$ cat src/rtl/sar_adc_ctrl_if.sv
// rtl/sar_adc_ctrl_if.sv - SAR ADC controller signal bundle
// Purpose: groups the control, comparator and result signals of sar_adc_ctrl.
// Ports (master = controller side):
//   start        in   level request for one conversion
//   cont_en      in   continuous conversion enable
//   cmp_in       in   comparator decision, 1 = Vin >= Vdac
//   sample_o     out  track/hold switch, 1 = track
//   dac_code     out  WIDTH-bit code to the DAC
//   busy         out  conversion in progress
//   result       out  last completed conversion
//   result_valid out  one-cycle strobe on result update
interface sar_adc_ctrl_if #(
  parameter int WIDTH = 8
);
  logic             start;
  logic             cont_en;
  logic             cmp_in;
  logic             sample_o;
  logic [WIDTH-1:0] dac_code;
  logic             busy;
  logic [WIDTH-1:0] result;
  logic             result_valid;

  modport master (
    input  start,
    input  cont_en,
    input  cmp_in,
    output sample_o,
    output dac_code,
    output busy,
    output result,
    output result_valid
  );

  modport slave (
    output start,
    output cont_en,
    output cmp_in,
    input  sample_o,
    input  dac_code,
    input  busy,
    input  result,
    input  result_valid
  );
endinterface

$ cat src/rtl/sar_adc_ctrl.sv
// rtl/sar_adc_ctrl.sv - successive-approximation ADC controller
// Purpose: runs track/hold, then a binary search over the DAC code using the
// comparator decision, and publishes a WIDTH-bit result with a valid strobe.
// Ports:
//   clk    in  rising-edge clock
//   rst_n  in  asynchronous active-low reset
//   bus    sar_adc_ctrl_if.master (start, cont_en, cmp_in in;
//          sample_o, dac_code, busy, result, result_valid out)
module sar_adc_ctrl #(
  parameter int WIDTH         = 8,
  parameter int SAMPLE_CYCLES = 4,
  parameter int SETTLE_CYCLES = 2
) (
  input  logic          clk,
  input  logic          rst_n,
  sar_adc_ctrl_if.master bus
);

  // One counter serves both the sample window and the per-bit settle period.
  localparam int CNT_MAX = (SAMPLE_CYCLES > SETTLE_CYCLES + 1) ? SAMPLE_CYCLES
                                                               : SETTLE_CYCLES + 1;
  localparam int CW = $clog2(CNT_MAX + 1);
  localparam int BW = $clog2(WIDTH);
  localparam logic [WIDTH-1:0] MSB_TRIAL = {1'b1, {(WIDTH-1){1'b0}}};

  typedef enum logic [1:0] {
    IDLE    = 2'd0,
    SAMPLE  = 2'd1,
    CONVERT = 2'd2
  } state_t;

  state_t           state_q, state_d;
  logic [CW-1:0]    cnt_q, cnt_d;
  logic [BW-1:0]    bit_q, bit_d;
  logic [WIDTH-1:0] code_q, code_d;
  logic [WIDTH-1:0] result_q, result_d;
  logic             sample_q, sample_d;
  logic             valid_q, valid_d;

  always_ff @(posedge clk or negedge rst_n) begin
    if (!rst_n) begin
      state_q  <= IDLE;
      cnt_q    <= '0;
      bit_q    <= '0;
      code_q   <= '0;
      result_q <= '0;
      sample_q <= 1'b0;
      valid_q  <= 1'b0;
    end else begin
      state_q  <= state_d;
      cnt_q    <= cnt_d;
      bit_q    <= bit_d;
      code_q   <= code_d;
      result_q <= result_d;
      sample_q <= sample_d;
      valid_q  <= valid_d;
    end
  end

  always_comb begin
    state_d  = state_q;
    cnt_d    = cnt_q;
    bit_d    = bit_q;
    code_d   = code_q;
    result_d = result_q;
    sample_d = sample_q;
    valid_d  = 1'b0;

    case (state_q)
      IDLE: begin
        if (bus.start || bus.cont_en) begin
          state_d  = SAMPLE;
          sample_d = 1'b1;
          cnt_d    = '0;
        end
      end

      SAMPLE: begin
        if (cnt_q == CW'(SAMPLE_CYCLES - 1)) begin
          state_d  = CONVERT;
          sample_d = 1'b0;
          cnt_d    = '0;
          bit_d    = BW'(WIDTH - 1);
          code_d   = MSB_TRIAL;
        end else begin
          cnt_d = cnt_q + CW'(1);
        end
      end

      CONVERT: begin
        if (cnt_q == CW'(SETTLE_CYCLES)) begin
          // Decision edge: keep or drop the trial bit, then either move the
          // trial down one bit or finish the conversion.
          cnt_d = '0;
          if (!bus.cmp_in) begin
            code_d[bit_q] = 1'b0;
          end
          if (bit_q == '0) begin
            result_d = code_d;
            valid_d  = 1'b1;
            code_d   = '0;
            if (bus.cont_en) begin
              state_d  = SAMPLE;
              sample_d = 1'b1;
            end else begin
              state_d = IDLE;
            end
          end else begin
            bit_d         = bit_q - BW'(1);
            code_d[bit_d] = 1'b1;
          end
        end else begin
          cnt_d = cnt_q + CW'(1);
        end
      end

      default: begin
        state_d  = IDLE;
        sample_d = 1'b0;
        code_d   = '0;
        cnt_d    = '0;
      end
    endcase
  end

  assign bus.sample_o     = sample_q;
  assign bus.dac_code     = code_q;
  assign bus.busy         = (state_q != IDLE);
  assign bus.result       = result_q;
  assign bus.result_valid = valid_q;

endmodule

$ cat src/flat_wrapper.sv
// flat-port wrapper written by rule: the top's interface ports become plain ports
module sar_adc_ctrl_flat 
#(
  parameter int WIDTH         = 8,
  parameter int SAMPLE_CYCLES = 4,
  parameter int SETTLE_CYCLES = 2
)
  (clk, rst_n, bus_start, bus_cont_en, bus_cmp_in, bus_sample_o, bus_dac_code, bus_busy, bus_result, bus_result_valid);
  sar_adc_ctrl_if #(.WIDTH(WIDTH)) bus_i ();
  input  logic clk;
  input  logic rst_n;
  input wire logic [$bits(bus_i.start)-1:0] bus_start;
  input wire logic [$bits(bus_i.cont_en)-1:0] bus_cont_en;
  input wire logic [$bits(bus_i.cmp_in)-1:0] bus_cmp_in;
  output wire logic [$bits(bus_i.sample_o)-1:0] bus_sample_o;
  output wire logic [$bits(bus_i.dac_code)-1:0] bus_dac_code;
  output wire logic [$bits(bus_i.busy)-1:0] bus_busy;
  output wire logic [$bits(bus_i.result)-1:0] bus_result;
  output wire logic [$bits(bus_i.result_valid)-1:0] bus_result_valid;
  assign bus_i.start = bus_start;
  assign bus_i.cont_en = bus_cont_en;
  assign bus_i.cmp_in = bus_cmp_in;
  assign bus_sample_o = bus_i.sample_o;
  assign bus_dac_code = bus_i.dac_code;
  assign bus_busy = bus_i.busy;
  assign bus_result = bus_i.result;
  assign bus_result_valid = bus_i.result_valid;
  sar_adc_ctrl #(.WIDTH(WIDTH), .SAMPLE_CYCLES(SAMPLE_CYCLES), .SETTLE_CYCLES(SETTLE_CYCLES)) u_core (.clk(clk), .rst_n(rst_n), .bus(bus_i));
endmodule
$ cat config.mk
export PLATFORM = sky130hd
export DESIGN_NAME = sar_adc_ctrl_flat
export DESIGN_NICKNAME = d
export VERILOG_FILES = /design/src/rtl/sar_adc_ctrl_if.sv /design/src/rtl/sar_adc_ctrl.sv /design/src/flat_wrapper.sv
export SDC_FILE = /design/constraint.sdc
export NUM_CORES = 1
export LEC_CHECK = 0
export BUFFER_PORTS_ARGS = -buffer_cell sky130_fd_sc_hd__buf_2
export CORE_ASPECT_RATIO = 0.9
export CORE_UTILIZATION = 30
export CTS_CLUSTER_DIAMETER = 80
export DETAILED_ROUTE_END_ITERATION = 12
export PLACE_DENSITY_LB_ADDON = 0.15
export SYNTH_ARGS = -nofsm -noshare
export SYNTH_HDL_FRONTEND = slang
export SYNTH_SLANG_ARGS = --single-unit
export TNS_END_PERCENT = 50
$ cat constraint.sdc
create_clock -name clk -period 4.9 [get_ports clk]
set_input_delay 0.245 -clock clk [delete_from_list [all_inputs] [get_ports clk]]
set_output_delay 0.245 -clock clk [all_outputs]
set_load 0.005 [all_outputs]
Word-level counts from Yosys, hierarchy flattened
Cells that the tools add are included.
{"block": "word_totals", "regBits": 26, "input_bits": 5, "output_inout_bits": 19, "word_cells": 73}
{"block": "op_classes", "mux": 34, "n_addsub": 2, "n_reduce_logical": 12, "n_eq_ne": 10, "n_bitwise": 4, "magnitude_cmp": 4}
{"operator": "$mux W8", "n": 6}
{"operator": "$pmux W8 S3", "n": 1}
{"operator": "$mux W3", "n": 6}
{"operator": "$mux W1", "n": 11}
{"operator": "$pmux W3 S3", "n": 1}
{"operator": "$and A8 B8 Y8", "n": 1}
{"operator": "$lt A3 B4 Y1 const B", "n": 2}
{"operator": "$mux W2", "n": 4}
{"operator": "$ne A2 B1 Y1 const B", "n": 4}
{"operator": "$not A8 Y8", "n": 1}
{"operator": "$or A8 B8 Y8", "n": 1}
{"operator": "$reduce_and A4 Y1", "n": 2}
{"operator": "$demux W1 S3", "n": 2}
{"operator": "$eq A3 B2 Y1 const B", "n": 2}
{"operator": "$ge A3 B1 Y1 const B", "n": 2}
{"operator": "$pmux W2 S3", "n": 1}
{"operator": "$pmux W3 S2", "n": 1}
{"operator": "$reduce_and A3 Y1", "n": 2}
{"operator": "$reduce_and A5 Y1", "n": 1}
{"operator": "$ne A2 B2 Y1 const B", "n": 2}
{"operator": "$reduce_bool A2 Y1", "n": 2}
{"operator": "$add A3 B1 Y3 const B", "n": 1}
{"operator": "$logic_not A3 Y1", "n": 1}
{"operator": "$pmux W1 S3", "n": 1}
{"operator": "7 further kinds", "n": 8}

Logic depth before layout (Yosys ltp)
{"block": "logic_depth", "word_depth": 13, "depth_mapped": 8, "ltp_nobuf": 6}

Worst setup path after synthesis
No wires, ideal clock.
{"block": "synth_timing", "path_kind": "register to register", "startpoint": "register u_core.bit_q[0]", "endpoint": "register u_core.result_q[0] (netlist: u_core.bus.result[0])", "stages_incl_launch_ff": 9, "synth_period_minus_slack_ns": 1.630, "slack_ns": 3.270, "t_arrival_ns": 1.494, "cell_sequence": "dfrtp_1 buf_2 inv_1 ha_1 nor2b_1 nand3_2 buf_2 nand2_1 o21ai_0"}
{"block": "synth_via", "elab_chain_cells": 9}
{"element": "start: declaration", "line_no": "sar_adc_ctrl.sv:34", "text": "logic [BW-1:0] bit_q, bit_d;"}
{"element": "start signal: assignment", "line_no": "sar_adc_ctrl.sv:52", "text": "bit_q <= bit_d;"}
{"element": "$lt A3 B4 Y1 (not written as such) / $ge A3 B1 Y1 (equally long branches)", "line_no": "sar_adc_ctrl.sv:96", "text": "code_d[bit_q] = 1'b0;"}
{"element": "$logic_and A1 B1 Y1 (not written as such)", "line_no": "sar_adc_ctrl.sv:96"}
{"element": "$mux W1 (not written as such)", "line_no": "sar_adc_ctrl.sv:96"}
{"element": "$demux W1 S3"}
{"element": "$not A8 Y8 (no source line)"}
{"element": "$and A8 B8 Y8 (no source line)"}
{"element": "$mux W8", "line_no": "sar_adc_ctrl.sv:95", "text": "if (!bus.cmp_in) begin"}
{"element": "$mux W8", "line_no": "sar_adc_ctrl.sv:91", "text": "if (cnt_q == CW'(SETTLE_CYCLES)) begin"}
{"element": "$mux W8", "line_no": "sar_adc_ctrl.sv:69", "text": "case (state_q)"}
{"element": "end signal: assignment", "line_no": "sar_adc_ctrl.sv:54", "text": "result_q <= result_d;"}
{"element": "end: declaration", "line_no": "sar_adc_ctrl.sv:36", "text": "logic [WIDTH-1:0] result_q, result_d;"}
Parallel ways exist; a longest one is shown, timed or not. The select of a mux whose other input is x is not followed.
A chain may end at the register's enable or synchronous reset.

Worst setup path after layout
{"block": "layout_timing", "startpoint": "register u_core.bit_q[0]", "endpoint": "register u_core.result_q[1] (netlist: u_core.bus.result[1])"}
Same word-level chain as after synthesis.

==> impl_metrics.csv <==
group,metric,value,unit
global_route,antenna_found_initial,0,
critical_path,worstPathRequired,5070,ps
clocking,cts_buffer_depth,2,
routing,wl_per_cell,14.1,um
critical_path,cp_max_fo,16,
synth,ys_types,41,
floorplan,start_util,31.7,%
run,drv_cap,0,
clocking,postCtsSetupBuffers,0,
critical_path,cpPeakStageDelay,490,ps
power_and_ir_drop,p_int,539,uW
clocking,root_buffer,"clkbuf_8",
routing,wirelength,3.59,mm
critical_path,crit_family,"simple AND/OR/NAND/NOR gates",
synth,synth_common_cells,"dfrtp_1 (26), nand2_1 (24), inv_1 (15)",
power_and_ir_drop,sw_frac_of_total,42.9,%
synth,yosysTopAreaCellShare,41.6,%
synth,synth-simple-area-share,18.5,%
synth,syn_nets,182,
synth,synth_area_leaders,"dfrtp_1 (42%), ha_1 (8.8%), nand2_1 (5.8%), a21oi_1 (4.5%), inv_1 (3.6%)",
final_layout,syn2layout_area_growth,15.7,%
critical_path,cp_data_arrival_time,2220,ps
synth,syn_inst,166,
synth,synth-compound-area-share,21.8,%
critical_path,crit_chain,"inv_1 > ha_1 > nor2b_1 > nand3_2 > mux2_2",
synth,synth_top_flop_cell,"dfrtp_1",
synth,yosys.area.top_type,"dfrtp_1",
power_and_ir_drop,p_comb_share,48.5,%
global_route,grt_pass1_wl,6.16,mm
sta,relSlewSlack,59.7,%
critical_path,slowest_stage,"dfrtp_1",
critical_path,cp-end-kind,"register",
clocking,clkTransAtPathRegs,100,ps
floorplan,die_y,70.5,um
global_route,grt_util_all_layers,14.3,%
clocking,cts.htree.levels,1,
critical_path,worstSetupPathType,"register to register",
synth,synth.most_common_cell,"dfrtp_1",
placed_design,numPortBuffers,23,
clocking,clock_latency,280,ps
final_layout,stdcell_count,254,
clocking,cts-resized-gates,0,
power_and_ir_drop,power_density,521,nW/um^2
critical_path,startpoint_type,"register",
floorplan,fp.dieW,78.1,um
final_layout,drive_gt1_share,21.2,%
power_and_ir_drop,pwr-share-clk,19.6,%
routing,dr.pass1.iters,4,
floorplan,io_pins,24,
final_layout,final_nets,206,
floorplan,num_rows,24,
sta,finalSetupTns,0,ps
synth,syn_area,1560,um^2
routing,postRouteAntennaNets,0,
synth,yosysWarnings,0,
power_and_ir_drop,seqPwrFrac,31.9,%
synth,synth_edf_count,0,
power_and_ir_drop,p_switching,404,uW
routing,vias,1276,
global_route,grt_pass1_vias,1269,
sta,fin_crit,2040,ps
routing,drt_iter0_markers,61,
sta,fmax,490,MHz
clocking,holdBufCountCts,1,
synth,muxShareOfSynthArea,2.80,%
sta,final-hold-violation-count,0,
synth,ys_seq_elements,26,
sta,rsz0062_at_grt,"false",
sta,slew_viol_final,0,
floorplan,die-area,5500,um^2
power_and_ir_drop,p_leak,0.807,nW
floorplan,core_area,4920,um^2
synth,synthArstFlopShare,100,%
outcome,status,"finished, final reports clean",
sta,setup_viol,0,
global_route,grt_max_degree,27,
power_and_ir_drop,ir_drop,0.000305,V
synth,avgSynthCellArea,9.41,um^2
sta,fin_skew,3.83,ps
synth,synth_top_family_by_area,"compound AO/OA/AOI/OAI gates",
sta,period_share,41.7,%
routing,drc_errors,0,
synth,synth_fa_ha_area_share,8.81,%
synth,synth-seq-area-share,41.6,%
critical_path,r2r_slack,2860,ps
global_route,overflow,0,
clocking,cts_buffers,3,
sta,tightest_slew,605,ps
placed_design,place_hpwl,2.69,mm
placed_design,dp_cells,249,
clocking,cts_tree,"done",
clocking,clkSinkCount,26,
final_layout,diodes,0,
synth,synth_xor_area_share,0.560,%
routing,via_per_inst,5.02,
critical_path,worstPathBufferInverterCount,1,
hold_path,hold_path_class,"primary input to register",
placed_design,gp_congestion,0.788,
-- layout by cell type, fill, tap and decap left out, drive strengths merged, types with 2 or more instances in the layout --
master   n
o31ai    3
nor2b    5
mux2     3
nand3    8
clkbuf   3
dfrtp   26
a31oi    4
nor2     8
nand2   24
inv     16
nand2b   4
a21oi   15
o22ai    5
buf     23
ha      11
nor3     2
o21ai   12
-- final timing paths --
check                                     start                     end  cells after the start
setup / recovery                u_core.bit_q[0]    u_core.bus.result[1]                      5
hold reg to reg            u_core.bus.result[0]    u_core.bus.result[0]                      2
max in group asynchronous                 rst_n  u_core.bus.dac_code[4]                      2
min in group asynchronous                 rst_n  u_core.bus.dac_code[3]                      2
hold / removal                        bus_start         u_core.cnt_q[0]                      4
setup reg to reg                u_core.bit_q[0]    u_core.bus.result[1]                      5
-- per-stage QoR --
stage	cell area (um^2)	hold WS [ps]	total power, mW	utilization, %	setup slack, ps
after detailed placement	1730	293	0.758	35.1	2890
final	1810	269	0.943	36.7	2860
after global routing	1810	289	1.02	36.7	2720
after floorplan	1560	-50.6	0.642	-	3270
after CTS	1810	265	0.943	36.7	2860
after global placement	1730	287	0.748	35.1	2960
-- sequential cells by signal (all words and copies together), names as in the netlist --
signal	flops
u_core.bus.dac_code	8
u_core.bus.result	8
u_core.bit_q	3
u_core.cnt_q	3
u_core.state_q	2
u_core.bus.result_valid	1
u_core.bus.sample_o	1
-- routing by layer --
metal / GRT usage (%) / wire [um] / vias up
met5: 0 / 0 / -
met4: 3.70 / 29 / 0
met3: 2.88 / 161 / 7
met2: 22.4 / 1560 / 37
met1: 19.9 / 1840 / 606
li1: - / - / 626
-- logic make-up after synthesis --
group                    after synthesis
buffers and inverters                 21
XOR/XNOR                               1
multiplexers                           4
adder cells (fa/ha/maj)               11
AND/OR/NAND/NOR                       54
flip-flops                            26
AO/OA/AOI/OAI                         49
-- tightest hold or removal path: stages --
cell and delay (ps):
buf_2 80, nor2_1 50, nand3_1 80, o31ai_1 60
-- power groups by stage --
| stage | clock network [mW] | registers, mW | logic [mW] |
|---|---|---|---|
| 4_1_cts | 0.188 | 0.300 | 0.455 |
| 6_report | 0.185 | 0.301 | 0.457 |
| 5_1_grt | 0.199 | 0.308 | 0.512 |
| 2_1_floorplan | 0 | 0.287 | 0.355 |
| 3_3_place_gp | 0 | 0.302 | 0.446 |
| 3_5_place_dp | 0 | 0.304 | 0.454 |
-- cell type report --
type	count	area, um^2
Clock inverter	1	30.0
Timing Repair Buffer	24	125
Inverter	16	60.1
Multi-Input combinational cell	119	820
Fill cell	512	3120
Sequential cell	26	651
Clock buffer	3	41.3
Tap cell	65	81.3
No activity file was read; power rests on OpenSTA's default activity.
